`config.mk`:
```
export PLATFORM = sky130hd
export DESIGN_NAME = microc_stack_flat
export DESIGN_NICKNAME = d
export VERILOG_FILES = /design/src/rtl/microc_stack_if.sv /design/src/rtl/microc_stack.sv /design/src/flat_wrapper.sv
export SDC_FILE = /design/constraint.sdc
export NUM_CORES = 1
export LEC_CHECK = 0
export BUFFER_PORTS_ARGS = -buffer_cell sky130_fd_sc_hd__buf_2
export CORE_MARGIN = 8
export CORE_UTILIZATION = 60
export CTS_CLUSTER_DIAMETER = 40
export DETAILED_ROUTE_END_ITERATION = 6
export PLACE_DENSITY = 0.78
export SYNTH_ARGS = -nofsm -noshare
export SYNTH_HDL_FRONTEND = slang
export SYNTH_SLANG_ARGS = --single-unit
```
`constraint.sdc`:
```
create_clock -name clk -period 5.4 [get_ports clk]
set_clock_uncertainty 0.2 [all_clocks]
set_input_delay 1.08 -clock clk [delete_from_list [all_inputs] [get_ports clk]]
set_output_delay 1.08 -clock clk [all_outputs]
set_load 0.05 [all_outputs]
```
`src/rtl/microc_stack_if.sv`:
```
// -----------------------------------------------------------------------------
// microc_stack_if
//
// Bundles the control, fetch and observation signals of the microc_stack
// datapath so that a control unit (or a testbench) connects through one port.
//
// Parameters mirror the datapath: WIDTH (data width), PCW (program counter
// width) and SDEPTH (return-stack depth).
//
// Signals (direction seen from the datapath / slave side):
//   instr     in   16      instruction at address pc (combinational fetch)
//   s_inc     in   1       1: sequential PC, 0: jump to instr[PCW-1:0]
//   s_inm     in   1       register write data: 1 immediate, 0 ALU result
//   we3       in   1       register file write enable
//   wez       in   1       zero-flag write enable
//   Op        in   3       ALU operation
//   push      in   1       call
//   pop       in   1       return
//   dbg_sel   in   4       debug read register index
//   pc        out  PCW     current program counter
//   Opcode    out  6       instr[15:10]
//   z         out  1       registered zero flag
//   sp        out  SPW     return-stack occupancy (0..SDEPTH)
//   stack_err out  1       sticky overflow/underflow/conflict flag
//   dbg_data  out  WIDTH   combinational read of register dbg_sel
//
// Modports: master drives the controls and observes the outputs; slave is
// the datapath.
// -----------------------------------------------------------------------------
interface microc_stack_if #(
  parameter int WIDTH  = 8,
  parameter int PCW    = 10,
  parameter int SDEPTH = 4
);
  localparam int SPW = $clog2(SDEPTH) + 1;

  logic [15:0]      instr;
  logic             s_inc;
  logic             s_inm;
  logic             we3;
  logic             wez;
  logic [2:0]       Op;
  logic             push;
  logic             pop;
  logic [3:0]       dbg_sel;

  logic [PCW-1:0]   pc;
  logic [5:0]       Opcode;
  logic             z;
  logic [SPW-1:0]   sp;
  logic             stack_err;
  logic [WIDTH-1:0] dbg_data;

  modport master (
    output instr, s_inc, s_inm, we3, wez, Op, push, pop, dbg_sel,
    input  pc, Opcode, z, sp, stack_err, dbg_data
  );

  modport slave (
    input  instr, s_inc, s_inm, we3, wez, Op, push, pop, dbg_sel,
    output pc, Opcode, z, sp, stack_err, dbg_data
  );

endinterface

```
`src/rtl/microc_stack.sv`:
```
// -----------------------------------------------------------------------------
// microc_stack
//
// Parametrised microc datapath: program counter, 16 x WIDTH register file
// (R0 hardwired to zero), 8-function ALU, registered zero flag, and a
// hardware return-address stack for call/return.
//
// Ports:
//   clk    in   rising-edge clock
//   reset  in   asynchronous, active-low reset
//   bus    microc_stack_if.slave: instruction fetch, control strobes,
//          pc/Opcode/z/sp/stack_err outputs and the debug read port
//
// Parameters:
//   WIDTH  data width of registers and ALU (4..32)
//   PCW    program counter / jump address width (4..10)
//   SDEPTH return-stack depth in entries (power of two, 2..16)
//
// pc, z, sp and stack_err are registered; Opcode and dbg_data are
// combinational.
// -----------------------------------------------------------------------------
module microc_stack #(
  parameter int WIDTH  = 8,
  parameter int PCW    = 10,
  parameter int SDEPTH = 4
) (
  input  logic           clk,
  input  logic           reset,
  microc_stack_if.slave  bus
);

  localparam int SPW = $clog2(SDEPTH) + 1;
  localparam int IW  = $clog2(SDEPTH);
  localparam logic [SPW-1:0] SP_FULL = SPW'(SDEPTH);

  // ---------------------------------------------------------------------------
  // State
  // ---------------------------------------------------------------------------
  logic [PCW-1:0]   pc_q, pc_d;
  logic             z_q, z_d;
  logic [SPW-1:0]   sp_q, sp_d;
  logic             stack_err_q, stack_err_d;
  logic [WIDTH-1:0] regs_q  [16];
  logic [WIDTH-1:0] regs_d  [16];
  logic [PCW-1:0]   stack_q [SDEPTH];
  logic [PCW-1:0]   stack_d [SDEPTH];

  // ---------------------------------------------------------------------------
  // Instruction fields
  // ---------------------------------------------------------------------------
  logic [3:0]       ra, rb, rd;
  logic [7:0]       imm8;
  logic [WIDTH-1:0] imm_ext;
  logic [PCW-1:0]   jump_target;

  assign ra          = bus.instr[11:8];
  assign rb          = bus.instr[7:4];
  assign rd          = bus.instr[3:0];
  assign imm8        = bus.instr[11:4];
  assign jump_target = bus.instr[PCW-1:0];

  // Size cast zero-extends for WIDTH > 8 and keeps the low bits for WIDTH < 8.
  assign imm_ext = WIDTH'(imm8);

  // ---------------------------------------------------------------------------
  // Register file reads (R0 always reads zero)
  // ---------------------------------------------------------------------------
  logic [WIDTH-1:0] op_a, op_b;

  assign op_a = (ra == 4'd0) ? '0 : regs_q[ra];
  assign op_b = (rb == 4'd0) ? '0 : regs_q[rb];

  // ---------------------------------------------------------------------------
  // ALU: all arithmetic wraps modulo 2^WIDTH
  // ---------------------------------------------------------------------------
  logic [WIDTH-1:0] alu_y;

  always_comb begin
    alu_y = '0;
    case (bus.Op)
      3'b000:  alu_y = op_a;
      3'b001:  alu_y = ~op_a;
      3'b010:  alu_y = op_a + op_b;
      3'b011:  alu_y = op_a - op_b;
      3'b100:  alu_y = op_a & op_b;
      3'b101:  alu_y = op_a | op_b;
      3'b110:  alu_y = '0 - op_a;
      3'b111:  alu_y = '0 - op_b;
      default: alu_y = '0;
    endcase
  end

  logic [WIDTH-1:0] wdata;
  assign wdata = bus.s_inm ? imm_ext : alu_y;

  // ---------------------------------------------------------------------------
  // Program counter helpers and stack indices
  // ---------------------------------------------------------------------------
  logic [PCW-1:0] pc_inc;
  logic [IW-1:0]  push_idx;
  logic [IW-1:0]  top_idx;

  // PC+1 naturally wraps from 2^PCW-1 to 0 at this width.
  assign pc_inc = pc_q + PCW'(1);

  // push_idx is only used while sp < SDEPTH, so dropping the top bit is safe.
  assign push_idx = IW'(sp_q);
  assign top_idx  = IW'(sp_q - SPW'(1));

  // ---------------------------------------------------------------------------
  // Next-state logic
  // Stack control has priority: conflict, then return, then call, then the
  // normal sequential/jump selection. Register and zero-flag writes are
  // independent of the stack operation in the same cycle.
  // ---------------------------------------------------------------------------
  always_comb begin
    pc_d        = pc_q;
    z_d         = z_q;
    sp_d        = sp_q;
    stack_err_d = stack_err_q;
    regs_d      = regs_q;
    stack_d     = stack_q;

    if (bus.push && bus.pop) begin
      pc_d        = pc_inc;
      stack_err_d = 1'b1;
    end else if (bus.pop) begin
      if (sp_q != '0) begin
        pc_d = stack_q[top_idx];
        sp_d = sp_q - SPW'(1);
      end else begin
        pc_d        = pc_inc;
        stack_err_d = 1'b1;
      end
    end else if (bus.push) begin
      // The call target is taken even on overflow; only the save is dropped.
      pc_d = jump_target;
      if (sp_q < SP_FULL) begin
        stack_d[push_idx] = pc_inc;
        sp_d              = sp_q + SPW'(1);
      end else begin
        stack_err_d = 1'b1;
      end
    end else begin
      pc_d = bus.s_inc ? pc_inc : jump_target;
    end

    if (bus.we3 && (rd != 4'd0)) begin
      regs_d[rd] = wdata;
    end

    // The flag always follows the ALU, even when the immediate is written.
    if (bus.wez) begin
      z_d = (alu_y == '0);
    end
  end

  // ---------------------------------------------------------------------------
  // State registers
  // ---------------------------------------------------------------------------
  always_ff @(posedge clk or negedge reset) begin
    if (!reset) begin
      pc_q        <= '0;
      z_q         <= 1'b0;
      sp_q        <= '0;
      stack_err_q <= 1'b0;
      for (int i = 0; i < 16; i++) begin
        regs_q[i] <= '0;
      end
      for (int j = 0; j < SDEPTH; j++) begin
        stack_q[j] <= '0;
      end
    end else begin
      pc_q        <= pc_d;
      z_q         <= z_d;
      sp_q        <= sp_d;
      stack_err_q <= stack_err_d;
      for (int i = 0; i < 16; i++) begin
        regs_q[i] <= regs_d[i];
      end
      for (int j = 0; j < SDEPTH; j++) begin
        stack_q[j] <= stack_d[j];
      end
    end
  end

  // ---------------------------------------------------------------------------
  // Outputs
  // ---------------------------------------------------------------------------
  assign bus.pc        = pc_q;
  assign bus.z         = z_q;
  assign bus.sp        = sp_q;
  assign bus.stack_err = stack_err_q;
  assign bus.Opcode    = bus.instr[15:10];
  assign bus.dbg_data  = (bus.dbg_sel == 4'd0) ? '0 : regs_q[bus.dbg_sel];

endmodule
```
`src/flat_wrapper.sv`:
```
// flat-port wrapper written by rule: the top's interface ports become plain ports
module microc_stack_flat 
#(
  parameter int WIDTH  = 8,
  parameter int PCW    = 10,
  parameter int SDEPTH = 4
)
  (clk, reset, bus_instr, bus_s_inc, bus_s_inm, bus_we3, bus_wez, bus_Op, bus_push, bus_pop, bus_dbg_sel, bus_pc, bus_Opcode, bus_z, bus_sp, bus_stack_err, bus_dbg_data);
  microc_stack_if #(.WIDTH(WIDTH), .PCW(PCW), .SDEPTH(SDEPTH)) bus_i ();
  input  logic clk;
  input  logic reset;
  input wire logic [$bits(bus_i.instr)-1:0] bus_instr;
  input wire logic [$bits(bus_i.s_inc)-1:0] bus_s_inc;
  input wire logic [$bits(bus_i.s_inm)-1:0] bus_s_inm;
  input wire logic [$bits(bus_i.we3)-1:0] bus_we3;
  input wire logic [$bits(bus_i.wez)-1:0] bus_wez;
  input wire logic [$bits(bus_i.Op)-1:0] bus_Op;
  input wire logic [$bits(bus_i.push)-1:0] bus_push;
  input wire logic [$bits(bus_i.pop)-1:0] bus_pop;
  input wire logic [$bits(bus_i.dbg_sel)-1:0] bus_dbg_sel;
  output wire logic [$bits(bus_i.pc)-1:0] bus_pc;
  output wire logic [$bits(bus_i.Opcode)-1:0] bus_Opcode;
  output wire logic [$bits(bus_i.z)-1:0] bus_z;
  output wire logic [$bits(bus_i.sp)-1:0] bus_sp;
  output wire logic [$bits(bus_i.stack_err)-1:0] bus_stack_err;
  output wire logic [$bits(bus_i.dbg_data)-1:0] bus_dbg_data;
  assign bus_i.instr = bus_instr;
  assign bus_i.s_inc = bus_s_inc;
  assign bus_i.s_inm = bus_s_inm;
  assign bus_i.we3 = bus_we3;
  assign bus_i.wez = bus_wez;
  assign bus_i.Op = bus_Op;
  assign bus_i.push = bus_push;
  assign bus_i.pop = bus_pop;
  assign bus_i.dbg_sel = bus_dbg_sel;
  assign bus_pc = bus_i.pc;
  assign bus_Opcode = bus_i.Opcode;
  assign bus_z = bus_i.z;
  assign bus_sp = bus_i.sp;
  assign bus_stack_err = bus_i.stack_err;
  assign bus_dbg_data = bus_i.dbg_data;
  microc_stack #(.WIDTH(WIDTH), .PCW(PCW), .SDEPTH(SDEPTH)) u_core (.clk(clk), .reset(reset), .bus(bus_i));
endmodule
```
Yosys cells after proc, flatten, opt, wreduce, memory -nomap -nowiden:

Index checks and enable logic that the tools add are counted.

* bits in registers: 183
* word-level logic and storage cells: 115

* magnitude comparators: 9
* bitwise gates (word level): 11
* reduce and logical (&&, ||, !) cells: 17
* $add $sub $neg: 7
* equal/unequal tests: 10
* mux-type cells: 37

Operators with widths (number)
* 128-bit bitwise mux: 1
* 8-bit binary-select mux with 4-bit select: 3
* 8-bit two-way mux: 11
* 10-bit two-way mux: 8
* 8-bit case mux with 8 select lines: 1
* 40-bit bitwise mux: 1
* 8-bit demux with 4-bit select: 1
* 10-bit binary-select mux with 2-bit select: 1
* 10-bit demux with 2-bit select: 1
* 5-bit >= comparator, second input constant: 4
* 4-bit NOT with 5-bit output: 4
* 1-bit by 8-bit subtractor with 8-bit output, first input constant: 2
* 3-bit equality test, second input constant: 4
* 4-bit logical NOT: 3
* 3-bit two-way mux: 4
* 10-bit by 1-bit adder with 10-bit output, second input constant: 1
* 8-bit adder: 1
* 8-bit bitwise AND: 1
* 8-bit logical NOT: 1
* 8-bit NOT: 1
* 8-bit bitwise OR: 1
* 4-bit AND reduction: 2
* 8-bit subtractor: 1
* 3-bit by 2-bit equality test with 1-bit output, second input constant: 2
* 18 further kinds: 31

Depth between registers and ports, before layout:

* word-level depth: 9
* depth in mapped cells: 22
* depth with buffers taken out: 18

Worst setup path after synthesis:

OpenSTA, ideal clock, no wires.

* path type: input -> register
* start: input bus_instr[4]
* end: register u_core.regs_q[117] in the netlist's numbering
* slack: 0.136 ns
* required time: 5.075 ns
* arrival time: 4.939 ns
* setup time: 0.125 ns
* stages: 20
* cells stage by stage: clkbuf_1 -> mux4_2 -> o2bb2ai_1 -> a311oi_1 -> nor2_1 -> ha_1 -> nand2_1 -> o21ai_0 -> inv_1 -> ha_1 -> nor2b_1 -> o21ai_0 -> a21boi_0 -> o21a_1 -> or3_1 -> a41o_1 -> a32oi_1 -> mux2i_1 -> clkbuf_1 -> mux2_2

* word-level cells in the longest chain between the ends: 9
* elaborated cells on any way between the ends: 14
* classes of those cells: add/sub: 3; mux: 7; bitwise: 3; reduce/logical: 1

Ends and longest elaborated chain
* start, declared: line flat_wrapper.sv:12 `input wire logic [$bits(bus_i.instr)-1:0] bus_instr;`
* 4-bit NOT with 5-bit output (not written as such): line microc_stack.sv:71 `assign op_b = (rb == 4'd0) ? '0 : regs_q[rb];`
* 8-bit binary-select mux with 4-bit select: line microc_stack.sv:71
* 8-bit two-way mux (not written as such) (2 in a row): line microc_stack.sv:71
* 8-bit two-way mux (*): line microc_stack.sv:71
* 1-bit by 8-bit subtractor with 8-bit output, or another cell as far along: line microc_stack.sv:88 `3'b111: alu_y = '0 - op_b;`
* 8-bit case mux with 8 select lines (*): line microc_stack.sv:80 `case (bus.Op)`
* 8-bit two-way mux (*): line microc_stack.sv:94 `assign wdata = bus.s_inm ? imm_ext : alu_y;`
* 128-bit bitwise mux (*): line microc_stack.sv:149 `regs_d[rd] = wdata;`
* end signal, assigned by index: line microc_stack.sv:179 `regs_q[i] <= regs_d[i];`
* end, declared: line microc_stack.sv:43 `logic [WIDTH-1:0] regs_q [16];`

Every way passes the cells marked *; elsewhere a longest branch is shown, timed or not. The select of a mux whose other input is x is not followed.
A chain may end at the register's enable or synchronous reset.

Worst setup path in the final report:

* start: input bus_instr[5]
* end: register u_core.regs_q[22] in the netlist's numbering

Same word-level chain as after synthesis.

==> flow_summary.ini <==
[run_status]
run_status = finished, final reports clean

[detailed_routing]
wl_per_cell_um = 24.9
drtIter0Drc = 976
top_layer = met4
vias_per_cell = 6.87
dr.pass1.iters = 5
met3WireLength_mm = 3.01
ant_nets = 0
met1_length_mm = 13.0
met2WireLength_mm = 16.2
wl_mm = 34.2
drc = 0
vias = 9464

[grt]
grt_pass1_vias = 9449
grt_first_pass_wirelength_mm = 54.7
grt.total_usage_pct = 29.0
grt_antenna_before_repair = 0
grt_max_degree = 111
grt_overflow = 0

[power]
finalPower_mw = 6.33
leakage_nw = 5.67
peakVddDrop_mv = 0.315
powerDensity_nw_per_um2 = 471

[logic_synthesis]
syn_area_per_cell_um2 = 11.6
synth_xor_area_share_pct = 1.52
synth_edf_count = 0
synthTopCellsByArea = dfrtp_1 38%, mux4_2 19%, mux2_2 11%, nand2_1 2.4%, o21ai_0 2.1%
synth-adder-area-share_pct = 2.24
async_flop_share_pct = 100
synthDistinctLibCells = 76
synth-simple-area-share_pct = 9.70
synth_top_family_by_area = multiplexers
ys_ff_latch = 183
synth.cell_area_um2 = 12100
synthCells = 1037
yosysWarnings = 0
synth_nets = 1089
ys.flop_type = dfrtp_1
yosysSeqAreaShare_pct = 37.9
synth_mux_area_share_pct = 32.5
synth_compound_area_share_pct = 11.8
synth_top_area_cell = dfrtp_1
netlist.area_leader.share_pct = 37.9

[sta]
finalHoldViolCount = 0
holdWs_ns = 0.216
setup_viol = 0
clock.fmax_mhz = 196
min_period_ns = 5.09
drv_slew = 0
slew_headroom_pct = 18.9
period_share_pct = 94.2
worst_pin_slew_ns = 1.21
setup_tns_ns = 0

[clock_tree]
clk_root_buffer_cell = clkbuf_16
clk_pin_slew_ns = 0.07
cts.sinks = 183
clockBufferDepth = 2
cts_buffers = 17
htreeDepth = 4
postCtsHoldBufs = 0
tritoncts = done
clk_latency_ns = 0.44

[worst_setup_path]
cp_cell_sequence = buf_2, mux4_2, mux2_2, a22o_1, inv_1, ha_1, nand2_1, o21ai_0, fa_1, nor2b_1, o21ai_0, a21boi_0, o21ai_0, a21boi_0, o31ai_1, a32oi_1, a21oi_1, buf_4, mux2_2
critPathBufInv = 3
reg2regPathDepth = 18
cp_max_fo = 15
r2r_slack_ns = 0.81
cp-end-kind = register
crit_top_cell = o21ai_0
arrival_ns = 5.21
r2r-end = u_core.regs_q[22]
cpMaxStageDelayCell = mux4_2
reg2reg_from = u_core.regs_q[72]
cp.required_ns = 5.52
cp_top_family = compound AO/OA/AOI/OAI gates
critical_path_class = input port to register
slowest_delay_ns = 0.55
crit_path_start_kind = input port

[min_path]
min_to = u_core.regs_q[125]
hold_path.class = register to register
hold_path_startpoint = u_core.regs_q[125]
holdPathStages = 0

[floorplanning]
die_y_um = 158
boundaryPins = 60
coreArea_um2 = 20000
die-area_um2 = 24900
start_util_pct = 60.5
dieWidth_um = 158
rows = 52

[layout]
diodes = 0
finalCoreUtilization_pct = 67.4
drive_gt1_share_pct = 36.1
final_area_um2 = 13500
fin_nets = 1147
syn_to_final_growth_pct = 11.4
fillers = 1422

[flow_run]
max-cap-violations = 0

[placement]
placed_cell_area_um2 = 12900
dp.final_hpwl_mm = 23.8
gp_congestion = 0.965
io_buffers = 51
[layout make-up]
cell class / count / area [µm²] / area share (%)
clock inverter: 12 / 135 / 1.00
sequential: 183 / 4580 / 34.0
timing repair buffer: 124 / 866 / 6.43
tap: 270 / 338 / 2.51
inverter: 27 / 101 / 0.753
clock buffer: 20 / 457 / 3.39
multi-input combinational: 742 / 6980 / 51.9
[worst reg2reg max path, stage by stage (launching register included)]
cell and delay (ns):
dfrtp_1 0.42, mux4_2 0.50, mux2_2 0.29, a22o_1 0.25
inv_1 0.09, ha_1 0.23, nand2_1 0.06, o21ai_0 0.14
fa_1 0.45, nor2b_1 0.11, o21ai_0 0.10, a21boi_0 0.29
o21ai_0 0.15, a21boi_0 0.18, o31ai_1 0.09, a32oi_1 0.32
a21oi_1 0.12, buf_4 0.20, mux2_2 0.28
[logic make-up (layout without fill, tap and decap cells)]
kind of cell	count (synthesis)	count (layout)
AO/OA/AOI/OAI	206	206
XOR/XNOR	21	21
multiplexers	249	249
AND/OR/NAND/NOR	245	245
flip-flops	183	183
buffers and inverters	112	183
adder cells (fa/ha/maj)	21	21
[report_power, final]
part	switching, mW	internal, mW
Sequential	0.508	1.84
Combinational	1.38	1.35
Clock	0.578	0.677
[worst max-delay path by stage]
stage                 startpoint            endpoint  slack, ns  cells past startpoint
global route        bus_instr[5]   u_core.regs_q[69]      -0.01                     22
CTS                 bus_instr[5]   u_core.regs_q[69]       0.34                     20
global placement    bus_instr[5]   u_core.regs_q[37]     -0.008                     20
floorplan           bus_instr[4]  u_core.regs_q[117]       0.14                     20
finish              bus_instr[5]   u_core.regs_q[22]       0.31                     19
detailed placement  bus_instr[5]   u_core.regs_q[37]      -0.06                     20
[stage by stage]
| stage | worst slack (ns) | std cells |
|---|---|---|
| after detailed placement | -0.0608 | 1345 |
| after floorplan | 0.136 | 1037 |
| after global placement | -0.00793 | 1345 |
| after global routing | -0.0122 | 1378 |
| after CTS | 0.337 | 1377 |
| final | 0.311 | 1378 |
[cells in the final DEF, fill, tap and decap left out, types with 5 or more instances in the layout]
cell,Yosys,routed
and2_1,8,8
nand3b_1,8,8
inv_2,5,5
mux2i_1,25,25
nand2_1,78,78
inv_1,19,19
mux4_2,100,100
a31oi_2,8,8
buf_2,10,49
nand3_1,15,15
o21a_1,5,5
a22oi_1,6,6
a31oi_1,15,15
nor2b_1,23,23
dfrtp_1,183,183
a32oi_1,6,6
o221ai_1,7,7
buf_4,10,68
a21o_1,5,5
nor3_1,11,11
o22ai_1,9,9
o21ai_0,51,50
or3_1,6,6
ha_1,20,20
o211ai_1,5,5
and3_1,5,5
nor2_1,68,68
mux2_2,122,122
xor2_1,12,12
xnor2_1,9,9
a21oi_1,42,42
o31ai_1,6,6
nand2b_1,6,6
clkbuf_16,0,17
[Yosys cell counts (6+ instances only)]
cell type  instances
xnor2_1            9
dfrtp_1          183
xor2_1            12
o21ai_0           51
nand2b_1           6
nand3_1           15
a31oi_2            8
or3_1              6
o22ai_1            9
inv_1             19
clkbuf_1          49
a22oi_1            6
nand2_1           78
a32oi_1            6
mux2_2           122
nor2b_1           23
nand3b_1           8
and2_1             8
nor3_1            11
nor2_1            68
buf_1             10
mux4_2           100
o31ai_1            6
o221ai_1           7
mux2i_1           25
buf_2             10
a21oi_1           42
a31oi_1           15
buf_4             10
ha_1              20
[registers in the layout, indices dropped and copies added, names as in the netlist]
register	cells
u_core.bus.pc	10
u_core.bus.z	1
u_core.regs_q	128
u_core.bus.sp	3
u_core.bus.stack_err	1
u_core.stack_q	40
[what timing repair did]
| action | CTS | global route |
|---|---|---|
| setup buffers | 0 | 1 |
| endpoints found under the setup margin | 0 | 16 |
| resized for setup | 0 | 4 |
[layer usage]
| metal | vias up | track usage (%) |
|---|---|---|
| met1 | 4704 | 36.9 |
| met3 | 141 | 5.81 |
| met5 | - | 0 |
| met2 | 577 | 45.5 |
| met4 | 0 | 16.8 |
| li1 | 4042 | - |
(Power assumes the default switching activity.)
